File: config.mk
export PLATFORM = sky130hd
export DESIGN_NAME = store_unit_flat
export DESIGN_NICKNAME = d
export VERILOG_FILES = /design/src/rtl/store_unit_pkg.sv /design/src/rtl/store_unit_if.sv /design/src/rtl/store_align.sv /design/src/rtl/store_unit.sv /design/src/flat_wrapper.sv
export SDC_FILE = /design/constraint.sdc
export NUM_CORES = 1
export LEC_CHECK = 0
export ABC_AREA = 1
export CORE_ASPECT_RATIO = 1.4
export CORE_MARGIN = 2
export CORE_UTILIZATION = 47
export CTS_BUF_LIST = sky130_fd_sc_hd__clkbuf_4 sky130_fd_sc_hd__clkbuf_8
export DETAILED_ROUTE_END_ITERATION = 10
export GPL_TIMING_DRIVEN = 0
export PLACE_DENSITY_LB_ADDON = 0.05
export SLEW_MARGIN = 40
export SYNTH_ARGS = -nofsm -noshare
export SYNTH_HDL_FRONTEND = slang
export SYNTH_HIERARCHICAL = 1
export SYNTH_SLANG_ARGS = --single-unit
File: constraint.sdc
create_clock -name clk -period 2.4 [get_ports clk]
set_input_delay 0.48 -clock clk [delete_from_list [all_inputs] [get_ports clk]]
set_output_delay 0.48 -clock clk [all_outputs]
set_load 0.03 [all_outputs]
File: src/rtl/store_unit_pkg.sv
// Shared definitions for the MEM-stage store and load paths: access size
// encodings and the store request state machine encoding.
package store_unit_pkg;

    localparam logic [1:0] SZ_BYTE = 2'b00;
    localparam logic [1:0] SZ_HALF = 2'b01;
    localparam logic [1:0] SZ_WORD = 2'b10;
    localparam logic [1:0] SZ_RSVD = 2'b11;

    typedef enum logic [1:0] {
        ST_IDLE = 2'd0,
        ST_REQ  = 2'd1,
        ST_DONE = 2'd2
    } st_state_e;

endpackage

File: src/rtl/store_unit_if.sv
// Pipeline-side store request plus data-memory write channel. dm_req/dm_ack:
// the request holds address, data and strobes stable until dm_ack is seen high
// on a rising edge while dm_req=1; an ack while dm_req=0 carries no meaning.
interface store_unit_if;
    logic        st_valid;
    logic [1:0]  st_size;
    logic [31:0] st_addr;
    logic [31:0] st_data;
    logic        st_stall;
    logic        st_ades;
    logic        dm_req;
    logic [31:0] dm_addr;
    logic [31:0] dm_wdata;
    logic [3:0]  dm_wstrb;
    logic        dm_ack;

    modport slave (
        input  st_valid, st_size, st_addr, st_data, dm_ack,
        output st_stall, st_ades, dm_req, dm_addr, dm_wdata, dm_wstrb
    );

    modport master (
        output st_valid, st_size, st_addr, st_data, dm_ack,
        input  st_stall, st_ades, dm_req, dm_addr, dm_wdata, dm_wstrb
    );
endinterface

File: src/rtl/store_align.sv
// Little-endian lane formatting for sb/sh/sw: replicates the narrow value onto
// every lane and selects the byte strobes from the low address bits.
module store_align
    import store_unit_pkg::*;
(
    input  logic [1:0]  size,
    input  logic [1:0]  addr_lo,
    input  logic [31:0] data,
    output logic [31:0] wdata,
    output logic [3:0]  wstrb,
    output logic        misaligned
);

    always_comb begin
        wdata      = data;
        wstrb      = 4'b0000;
        misaligned = 1'b0;
        case (size)
            SZ_BYTE: begin
                wdata = {4{data[7:0]}};
                wstrb = 4'b0001 << addr_lo;
            end
            SZ_HALF: begin
                wdata      = {2{data[15:0]}};
                wstrb      = addr_lo[1] ? 4'b1100 : 4'b0011;
                misaligned = addr_lo[0];
            end
            SZ_WORD: begin
                wstrb      = 4'b1111;
                misaligned = |addr_lo;
            end
            default: begin
                wstrb = 4'b0000;
            end
        endcase
    end

endmodule

File: src/rtl/store_unit.sv
// MEM-stage store path: validates the store, formats lanes, and runs a single
// outstanding req/ack write to data memory while stalling the pipeline.
module store_unit
    import store_unit_pkg::*;
(
    input  logic            clk,
    input  logic            rst_n,
    store_unit_if.slave     su,
    output st_state_e       dbg_state
);

    st_state_e   state_q, state_d;
    logic        dm_req_q, dm_req_d;
    logic [31:0] dm_addr_q, dm_addr_d;
    logic [31:0] dm_wdata_q, dm_wdata_d;
    logic [3:0]  dm_wstrb_q, dm_wstrb_d;

    logic [31:0] al_wdata;
    logic [3:0]  al_wstrb;
    logic        al_misaligned;
    logic        shape_ok;
    logic        in_idle;
    logic        accept;

    store_align u_align (
        .size       (su.st_size),
        .addr_lo    (su.st_addr[1:0]),
        .data       (su.st_data),
        .wdata      (al_wdata),
        .wstrb      (al_wstrb),
        .misaligned (al_misaligned)
    );

    // Only IDLE may accept or fault; REQ and DONE ignore the held instruction.
    assign shape_ok = (su.st_size != SZ_RSVD) && !al_misaligned;
    assign in_idle  = (state_q == ST_IDLE);
    assign accept   = in_idle && su.st_valid && shape_ok;

    assign su.st_ades  = in_idle && su.st_valid && !shape_ok;
    assign su.st_stall = accept || (state_q == ST_REQ);
    assign su.dm_req   = dm_req_q;
    assign su.dm_addr  = dm_addr_q;
    assign su.dm_wdata = dm_wdata_q;
    assign su.dm_wstrb = dm_wstrb_q;
    assign dbg_state   = state_q;

    always_comb begin
        state_d    = state_q;
        dm_req_d   = dm_req_q;
        dm_addr_d  = dm_addr_q;
        dm_wdata_d = dm_wdata_q;
        dm_wstrb_d = dm_wstrb_q;
        case (state_q)
            ST_IDLE: begin
                if (accept) begin
                    state_d    = ST_REQ;
                    dm_req_d   = 1'b1;
                    dm_addr_d  = {su.st_addr[31:2], 2'b00};
                    dm_wdata_d = al_wdata;
                    dm_wstrb_d = al_wstrb;
                end
            end
            ST_REQ: begin
                if (su.dm_ack) begin
                    state_d  = ST_DONE;
                    dm_req_d = 1'b0;
                end
            end
            ST_DONE: begin
                state_d = ST_IDLE;
            end
            default: begin
                state_d  = ST_IDLE;
                dm_req_d = 1'b0;
            end
        endcase
    end

    always_ff @(posedge clk or negedge rst_n) begin
        if (!rst_n) begin
            state_q    <= ST_IDLE;
            dm_req_q   <= 1'b0;
            dm_addr_q  <= 32'd0;
            dm_wdata_q <= 32'd0;
            dm_wstrb_q <= 4'd0;
        end else begin
            state_q    <= state_d;
            dm_req_q   <= dm_req_d;
            dm_addr_q  <= dm_addr_d;
            dm_wdata_q <= dm_wdata_d;
            dm_wstrb_q <= dm_wstrb_d;
        end
    end

endmodule

File: src/flat_wrapper.sv
// flat-port wrapper written by rule: the top's interface ports become plain ports
module store_unit_flat import store_unit_pkg::*;
  (clk, rst_n, dbg_state, su_st_valid, su_st_size, su_st_addr, su_st_data, su_dm_ack, su_st_stall, su_st_ades, su_dm_req, su_dm_addr, su_dm_wdata, su_dm_wstrb);
  store_unit_if su_i ();
  input  logic clk;
  input  logic rst_n;
  output st_state_e dbg_state;
  input wire logic [$bits(su_i.st_valid)-1:0] su_st_valid;
  input wire logic [$bits(su_i.st_size)-1:0] su_st_size;
  input wire logic [$bits(su_i.st_addr)-1:0] su_st_addr;
  input wire logic [$bits(su_i.st_data)-1:0] su_st_data;
  input wire logic [$bits(su_i.dm_ack)-1:0] su_dm_ack;
  output wire logic [$bits(su_i.st_stall)-1:0] su_st_stall;
  output wire logic [$bits(su_i.st_ades)-1:0] su_st_ades;
  output wire logic [$bits(su_i.dm_req)-1:0] su_dm_req;
  output wire logic [$bits(su_i.dm_addr)-1:0] su_dm_addr;
  output wire logic [$bits(su_i.dm_wdata)-1:0] su_dm_wdata;
  output wire logic [$bits(su_i.dm_wstrb)-1:0] su_dm_wstrb;
  assign su_i.st_valid = su_st_valid;
  assign su_i.st_size = su_st_size;
  assign su_i.st_addr = su_st_addr;
  assign su_i.st_data = su_st_data;
  assign su_i.dm_ack = su_dm_ack;
  assign su_st_stall = su_i.st_stall;
  assign su_st_ades = su_i.st_ades;
  assign su_dm_req = su_i.dm_req;
  assign su_dm_addr = su_i.dm_addr;
  assign su_dm_wdata = su_i.dm_wdata;
  assign su_dm_wstrb = su_i.dm_wstrb;
  store_unit u_core (.clk(clk), .rst_n(rst_n), .su(su_i), .dbg_state(dbg_state));
endmodule
# After elaboration in Yosys (flattened, before gate mapping)
# Cells that the tools add are included.
dict set report op_classes {
  addsub 0
  multipliers 0
  n_div 0
  magnitude_cmp 0
  n_eq_ne 7
  n_shift 1
  n_mux 10
  bitwise 1
  n_reduce_logical 13
}
# operator n
set op_table {}
lappend op_table {{32-bit case mux with 2 select lines} 1}
lappend op_table {{4-bit case mux with 3 select lines} 1}
lappend op_table {{2-bit inequality test, second input constant} 3}
lappend op_table {{2-bit by 1-bit equality test with 1-bit output, second input constant} 2}
lappend op_table {{2-bit equality test, second input constant} 2}
lappend op_table {{1-bit logical AND} 4}
lappend op_table {{2-bit zero test} 2}
lappend op_table {{2-bit two-way mux} 2}
lappend op_table {{4-bit two-way mux} 1}
lappend op_table {{2-bit case mux with 2 select lines} 1}
lappend op_table {{2-bit AND reduction} 2}
lappend op_table {{1-bit by 2-bit << shifter with 4-bit output, first input constant} 1}
lappend op_table {{1-bit case mux with 3 select lines} 1}
lappend op_table {{3-bit AND reduction} 1}
lappend op_table {{1-bit zero test} 2}
lappend op_table {{1-bit two-way mux} 2}
lappend op_table {{1-bit case mux with 2 select lines} 1}
lappend op_table {{2-bit OR reduction} 1}
lappend op_table {{1-bit logical OR} 1}
lappend op_table {{1-bit NOT} 1}
dict set report word_totals {
  reg_bits 69
  latch_bits 0
  ramBits 0
  romBits 0
  inputBits 70
  out_inout_bits 73
  wordCells 37
  mem_count 0
}

# Longest topological paths before layout
# Gate-level depths: netlist (run 1).
dict set report logic_depth {
  depth_word 7
  mapped_depth 12
  ltp_nobuf 9
}

# Hierarchy
# Netlist (run 1), hierarchy kept.
# mod instances cells_each area_per_inst_um2 seq_area_each_um2
set modules_own_cells {}
lappend modules_own_cells {store_unit 1 386 3345.7 1726.7}
lappend modules_own_cells {store_align 1 129 651.9 0.0}

# Worst setup path before layout (run 1)
# Ideal clock, no wire load.
dict set report synth_path {
  path_type {in2out}
  startpoint {in su_st_size[1]}
  endpoint {out su_st_ades}
  t_arrival_ns 2.030
  required_time_ns 1.920
  setup_slack_ns -0.110
  path_stages 11
  path_buffers 3
  cell_sequence {inv_1 -> ha_1 -> buf_4 -> a21oi_1 -> nor2_1 -> inv_1 -> nand2_1 -> inv_2 -> buf_4 -> buf_4 -> nor2_1}
}
dict set report synth_via {
  elab_chain_len 6
  word_cells_on_any_way 8
  classes_between {eq/ne: 3; mux: 1; reduce/logical: 4}
}
# item line_no
set synth_rtl {}
lappend synth_rtl {{from (decl)} flat_wrapper.sv:9} ;# input wire logic [$bits(su_i.st_size)-1:0] su_st_size;
lappend synth_rtl {{2-bit equality test or 2-bit by 1-bit equality test with 1-bit output (tied branches)} store_align.sv:18} ;# case (size)
lappend synth_rtl {{1-bit case mux with 2 select lines (*)} store_align.sv:18}
lappend synth_rtl {{net u_core.al_misaligned} store_unit.sv:20} ;# logic al_misaligned;
lappend synth_rtl {{1-bit zero test (*)} store_unit.sv:35} ;# assign shape_ok = (su.st_size != SZ_RSVD) && !al_misaligned;
lappend synth_rtl {{1-bit logical AND (*)} store_unit.sv:35}
lappend synth_rtl {{1-bit zero test (*)} store_unit.sv:39} ;# assign su.st_ades = in_idle && su.st_valid && !shape_ok;
lappend synth_rtl {{1-bit logical AND (*)} store_unit.sv:39}
lappend synth_rtl {{to (decl)} flat_wrapper.sv:14} ;# output wire logic [$bits(su_i.st_ades)-1:0] su_st_ades;
# Mark *: on every way through the listed nets, which the timed path passes. The rest lies on a longest branch.

# Worst setup path after layout (run 1)
dict set report layout_path {
  startpoint {in su_st_size[0]}
  endpoint {out su_st_ades}
}
# The elaborated chain is that of the path after synthesis.

==> results of run 1 <==
[worst register-to-register path, delay by kind of cell (launching register included)]
kind	cells	cell delay, ps
flops	1	410
compound gates	1	150
simple gates	3	280
buf+inv	2	350
[what timing repair did]
item | in CTS | in global routing
hold buffers | 1 | 0
gates resized for setup | 33 | 3
setup buffers | 2 | 1
hold endpoints to repair | 14 | 0
setup endpoints to repair | 2 | 2
pin swaps | 2 | 2
[Yosys cell counts (all sizes together)]
library cell	count	area, um^2
ha	5	62.6
nand3b	1	7.51
nand3	74	380
a21oi	8	40.0
or2	1	6.26
buf	40	300
dfrtp	69	1730
clkbuf	4	15.0
nor2	8	40.0
nand2	156	606
conb	1	3.75
o21ai	3	15.0
o21bai	66	495
inv	79	299
[per-layer routing]
layer  routed length, um  vias to the layer above  track usage [%]  share of wire (%)
li1                    -                     1900                -                  -
met1                4500                     1767             30.3                 41
met2                5520                      126             41.6                 50
met3                 683                       26             6.94                6.2
met4                 371                        0             10.2                3.4
met5                   0                        -                0                  0
[stage by stage]
| step | std cells | util [%] |
|---|---|---|
| after floorplan | 516 | - |
| after global placement | 758 | 67.5 |
| after detailed placement | 759 | 67.8 |
| after CTS | 777 | 70.9 |
| after global routing | 778 | 71.1 |
| final | 778 | 71.1 |
[cell usage in the layout (no fill, tap or decap), drive strengths merged]
cell type and instances:
clkbuf 17, nand3 74, dfrtp 69, nand2 156, bufinv 1, dlygate4sd2 2, inv 79, clkinv 1
nor2 8, dlygate4sd3 1, or2 1, buf 48, clkdlybuf4s50 133, ha 5, conb 2, a21oi 8
o21ai 3, o21bai 66, nand3b 1, clkinvlp 1
[cell type report]
cell class | instances | area, um^2
flip-flops and latches | 69 | 1730
repair buffers | 145 | 1450
clock buffers | 13 | 173
inverters | 79 | 302
plain buffers | 43 | 319
well taps | 102 | 128
multi-input cells | 324 | 1690
fillers | 710 | 2370
clock inverters | 3 | 42.5
[worst max-delay path by stage]
stage / from / endpoint / slack [ps] / cells past startpoint
detailed placement: su_st_size[1] / su_st_ades / -1310 / 13
floorplan: su_st_size[1] / su_st_ades / 30 / 11
finish: su_st_size[0] / su_st_ades / 90 / 12
CTS: su_st_size[0] / su_st_ades / 70 / 12
global route: su_st_size[0] / su_st_ades / 20 / 12
global placement: rst_n / u_core/su.dm_addr[31]$_DFFE_PN0P_ / -1550 / 1
[state kept, by name, summed over array words and instances, names as in the netlist]
name / count
u_core/su.dm_wdata: 32
u_core/su.dm_addr: 30
u_core/su.dm_wstrb: 4
u_core/dbg_state: 2
u_core/su.dm_req: 1
[power by group]
group / switching [mW] / internal [mW]
Clock: 0.436 / 0.575
Combinational: 1.69 / 1.27
Sequential: 0.213 / 1.57
[cells by family (layout without fill, tap and decap cells)]
family	after synthesis	in the layout	synth area share, %
DFF	69	69	43.2
other	1	2	0.0938
and+or+nand+nor	240	240	26.0
adders and majority gates	5	5	1.56
AOI/OAI and AO/OA	77	77	13.8
buffers and inverters	123	283	15.4
==> impl_results.md, run 1 <==
* WP buf/inv at 7
* Full die area at between 9000 and 10000 um^2
* RSZ-0062 raised after global routing: false
* CP top delay family: buffers and inverters
* Yosys Warn Count at 6
* Final setup margin at ~94 ps
* CP max-delay cell: ha_1
* H-tree level count at 3
* CTS root buf: clkbuf_8
* Crit-path max cell delay at around 270 ps
* Die Y-Extent at approximately 110 um
* Layout cells sized above 1 at about an eighth
* Setup TNS at 0 ps
* RePlAce Congestion at about 0.88
* Period utilization at 96.1%
* Largest fanout on the critical path at 10
* R2r endpoint: u_core/su.dm_addr[13]$_DFFE_PN0P_
* Register area share after synthesis at between 40% and 50%
* Clock slew at the register clock pins of the worst setup and hold paths at roughly 70 ps
* Routed vias/inst at 4.91
* Residual DRC at 0
* I/O Buffers at 140
* Via count at 3819
* CTS tree: done
* IR drop worst, VDD at roughly 0.53 mV
* Initial DRT Pass Iterations at 4
* Vias in the first global route at 3863
* Max-cap violations at 0
* Wirelength per Cell at roughly 14 um
* Initial antenna violation count at 0
* Pin count of the biggest net entering global routing at between 50 and 60
* Critical path type: in -> out
* Flop and latch count out of synthesis at 69
* Period minus WS final at 2310 ps
* Min-Delay Path Class: in -> async
* Dpl hpwl at 8320 um
* Boundary pin count at ~140
* Tot GR Track Use at 25.1%
* First-pass GRT wire length at 18000 um
* Leakage at approximately 3 nW
* Clk buf depth at 2
* Dpl cell area at ~5600 um^2
* Reg-to-reg startpoint: u_core/dbg_state[0]$_DFFE_PN0P_
* Core ar. at slightly above 8000 um^2
* Most used cell, CP: buf_6
* Grt total ovfl at 0
* Cells on worst reg2reg path at 6
* Cells after synthesis at ~520
* DRT antenna net count at 0
* Pwr/cell area at 986 nW/um^2
* Critical path required time at ~1900 ps
* Diodes inserted at 0
* Synth-to-Final Area Change at 45.9%
* Hold slack at roughly 520 ps
* CTS Buf Count at 9
* Pre-CTS WS at -1310 ps
* Width of the die at slightly above 80 um
* Final Hold Fails at 0
* Worst slew pin tran at around 510 ps
* Overall Power at roughly 5.8 mW
* Crit path DAT at roughly 1800 ps
* Synthesized area at roughly 4000 um^2
* Mean post-synth cell area at between 7 and 8 um^2
* FMAX at between 400 and 500 MHz
* Netlist cell types at 23
* Status: finished, final reports clean
* Initial drt markers at 175
* Final nets at 746
* Num rows at 39
* Clock Skew at between 8 and 9 ps
* Worst skew pair latency at between 300 and 400 ps
* Worst setup SP type: input pin
* Starting Density at 48.8%
* Slew margin rel. at between 60% and 70%
* Crit path cell chain: buf_4 > inv_2 > ha_1 > o21ai_0 > nor2_1 > inv_1 > nand2_4 > inv_4 > buf_8 > buf_6 > nor2_4 > buf_6
* Reg2Reg Setup Slack at approximately 1100 ps
* CP Capture Type: primary output
* # clock sinks at a little under 70
* Final Max Slew Viols at 0
* Finished Cell Area at roughly 5800 um^2
* Post-Route WL at around 11000 um
* Final setup fails at 0
(Power assumes the default switching activity.)
==> inputs of run 2 (changes only) <==
--- a/config.mk
+++ b/config.mk
@@ -11,10 +11,10 @@
 export CORE_UTILIZATION = 47
 export CTS_BUF_LIST = sky130_fd_sc_hd__clkbuf_4 sky130_fd_sc_hd__clkbuf_8
 export DETAILED_ROUTE_END_ITERATION = 10
-export GPL_TIMING_DRIVEN = 0
 export PLACE_DENSITY_LB_ADDON = 0.05
 export SLEW_MARGIN = 40
 export SYNTH_ARGS = -nofsm -noshare
 export SYNTH_HDL_FRONTEND = slang
 export SYNTH_HIERARCHICAL = 1
 export SYNTH_SLANG_ARGS = --single-unit
+export TNS_END_PERCENT = 30
==> impl_results.md, run 2 (synthesis results as in run 1) <==
* Initial antenna violation count at 0 (unchanged)
* Post-CTS setup buffers at 0 (was 2)
* Wirelength per Cell at 14.3 um (was 14.2 um)
* Width of the die at 81.9 um (unchanged)
* CTS root buf: clkbuf_8 (unchanged)
* Total internal power at 3.19 mW (was 3.42 mW)
* Slew margin rel. at 63.8% (was 65.8%)
* Clock network power share at 14.7% (was 17.6%)
* Layout cells sized above 1 at 9.29% (was 12.6%)
* Core ar. at 8200 um^2 (unchanged)
* DRT antenna net count at 0 (unchanged)
* Starting Density at 48.8% (unchanged)
* Initial drt markers at 154 (was 175)
* Clock slew at the register clock pins of the worst setup and hold paths at 70 ps (about the same)
* Via count at 3679 (was 3819)
* Tot GR Track Use at 24.0% (was 25.1%)
* Residual DRC at 0 (unchanged)
* Initial DRT Pass Iterations at 4 (unchanged)
* Commonest non-fill, non-tap cell in the layout: nand2_1 (unchanged)
* Routed vias/inst at 4.92 (was 4.91)
* Final Max Slew Viols at 0 (unchanged)
* Vias in the first global route at 3685 (was 3863)
* Leakage at 2.87 nW (was 3.01 nW)
* CP Capture Type: primary output (unchanged)
* Most frequent cells in the layout: 146 x nand2_1, 135 x clkdlybuf4s50_1, 73 x inv_1 (was 147 x nand2_1, 133 x clkdlybuf4s50_1, 73 x inv_1)
* Num rows at 39 (unchanged)
* Clk buf depth at 2 (unchanged)
* Final setup margin at 125 ps (was 94.3 ps)
* # clock sinks at 69 (unchanged)
* Critical path type: in -> out (unchanged)
* Clock Skew at 8.66 ps (was 8.75 ps)
* Crit path DAT at 1790 ps (was 1830 ps)
* Reg-to-reg startpoint: u_core/dbg_state[1]$_DFFE_PN0P_ (was u_core/dbg_state[0]$_DFFE_PN0P_)
* Max-cap violations at 0 (unchanged)
* Sequential Power Share at 32.5% (was 30.9%)
* Worst slew pin tran at 543 ps (was 513 ps)
* Period utilization at 94.8% (was 96.1%)
* Combinational power share at 52.8% (was 51.5%)
* Worst setup SP type: input pin (unchanged)
* I/O Buffers at 140 (unchanged)
* Pwr/cell area at 979 nW/um^2 (was 986 nW/um^2)
* Psw at 2.28 mW (was 2.34 mW)
* Final setup fails at 0 (unchanged)
* Min-Delay Path Class: in -> async (unchanged)
* Hold_buf cts at 0 (was 1)
* Grt total ovfl at 0 (unchanged)
* Worst skew pair latency at 340 ps (was 350 ps)
* Pre-CTS WS at -90.9 ps (was -1310 ps)
* Dpl hpwl at 7480 um (was 8320 um)
* Final Hold Fails at 0 (unchanged)
* Post-Route WL at 10700 um (was 11100 um)
* Synth-to-Final Area Change at 40.0% (was 45.9%)
* Full die area at 9270 um^2 (unchanged)
* RSZ-0062 raised after global routing: false (unchanged)
* Boundary pin count at 143 (unchanged)
* First-pass GRT wire length at 17200 um (was 18000 um)
* CTS tree: done (unchanged)
* Pin count of the biggest net entering global routing at 67 (was 56)
* Hold slack at 130 ps (was 521 ps)
* Critical path required time at 1920 ps (about the same)
* Status: finished, final reports clean (unchanged)
* FMAX at 440 MHz (was 434 MHz)
* IR drop worst, VDD at 0.548 mV (was 0.527 mV)
* Critical path launch point: su_st_size[0] (unchanged)
* Period minus WS final at 2270 ps (was 2310 ps)
* Sw Ratio at 41.7% (was 40.6%)
* Die Y-Extent at 113 um (unchanged)
* Final nets at 718 (was 746)
* Largest register FFs at 32 (unchanged)
* CTS Buf Count at 9 (unchanged)
* Post-route core utilization at 68.3% (was 71.1%)
* Largest fanout on the critical path at 4 (was 10)
* Diodes inserted at 0 (unchanged)
* H-tree level count at 3 (unchanged)
* RePlAce Congestion at 0.842 (was 0.878)
## run 2: cell count changes in the layout (fill, tap and decap cells not counted), moves of 3 or more
cell | previous run | this run
buf_12 | 0 | 4
buf_2 | 12 | 0
buf_4 | 21 | 17
buf_6 | 12 | 2
clkbuf_1 | 4 | 0
clkbuf_8 | 12 | 9
## run 2: routing by layer
| layer | track usage (%) | up-vias | wire length [um] |
|---|---|---|---|
| met5 | 0 | - | 0 |
| met4 | 9.00 | 0 | 297 |
| met3 | 5.10 | 21 | 667 |
| met2 | 41.0 | 125 | 5400 |
| met1 | 29.0 | 1697 | 4370 |
| li1 | - | 1836 | - |
## run 2: worst max-delay path: stages
cell	delay (ps)
dlygate4sd2_1	250
buf_4	140
ha_1	220
a21oi_2	120
nor2_1	50
inv_1	60
nand2_2	70
inv_4	80
nand2_1	70
nand2_1	100
buf_6	140
## run 2: per-stage QoR
step / total power, mW / setup TNS [ps] / instance area [um^2] / std cells
6_report: 5.48 / 0 / 5600 / 748
5_1_grt: 5.83 / 0 / 5600 / 748
4_1_cts: 5.54 / 0 / 5590 / 748
3_5_place_dp: 4.70 / -1050 / 5420 / 734
3_3_place_gp: 4.65 / -87.8 / 5420 / 734
2_1_floorplan: 3.52 / 0 / 4000 / 516
## run 2: worst paths after layout
kind | end | slack [ps] | cells past startpoint
setup / recovery | su_st_stall | 130 | 11
hold / removal | u_core/su.dm_addr[26]$_DFFE_PN0P_ | 130 | 1
setup reg to reg | u_core/su.dm_wdata[4]$_DFFE_PN0P_ | 980 | 6
hold reg to reg | u_core/su.dm_req$_DFFE_PN0P_ | 570 | 2
max in group asynchronous | u_core/su.dm_wdata[22]$_DFFE_PN0P_ | 1710 | 2
min in group clk | u_core/su.dm_req$_DFFE_PN0P_ | 570 | 2
## run 2: area by class of cell
type                       instances  area [um^2]
clock inverter                     2         12.5
clock buffer                      12          146
sequential                        69         1730
tap                              102          128
timing repair buffer             160         1600
multi-input combinational        324         1680
fill                             741         2600
inverter                          79          302
## run 2: power by group through the flow
stage / sequential, mW / clock, mW / combinational [mW]
after floorplan: 2.62 / 0 / 0.900
after detailed placement: 1.80 / 0 / 2.90
after global routing: 1.83 / 0.892 / 3.11
after global placement: 1.79 / 0 / 2.86
final: 1.78 / 0.804 / 2.89
after CTS: 1.78 / 0.836 / 2.92
## run 2: what timing repair did
action,CTS,global route
hold endpoints to repair,0,0
endpoints found under the setup margin,2,1
pin swaps,2,0
resized for setup,8,2
==> inputs of run 3 (changes only) <==
--- a/config.mk
+++ b/config.mk
@@ -10,6 +10,7 @@
 export CORE_MARGIN = 2
 export CORE_UTILIZATION = 47
 export CTS_BUF_LIST = sky130_fd_sc_hd__clkbuf_4 sky130_fd_sc_hd__clkbuf_8
+export CTS_CLUSTER_SIZE = 8
 export DETAILED_ROUTE_END_ITERATION = 10
 export PLACE_DENSITY_LB_ADDON = 0.05
 export SLEW_MARGIN = 40
==> results of run 3 <==
Final layout, timing and power as in run 2 (identical DEF).
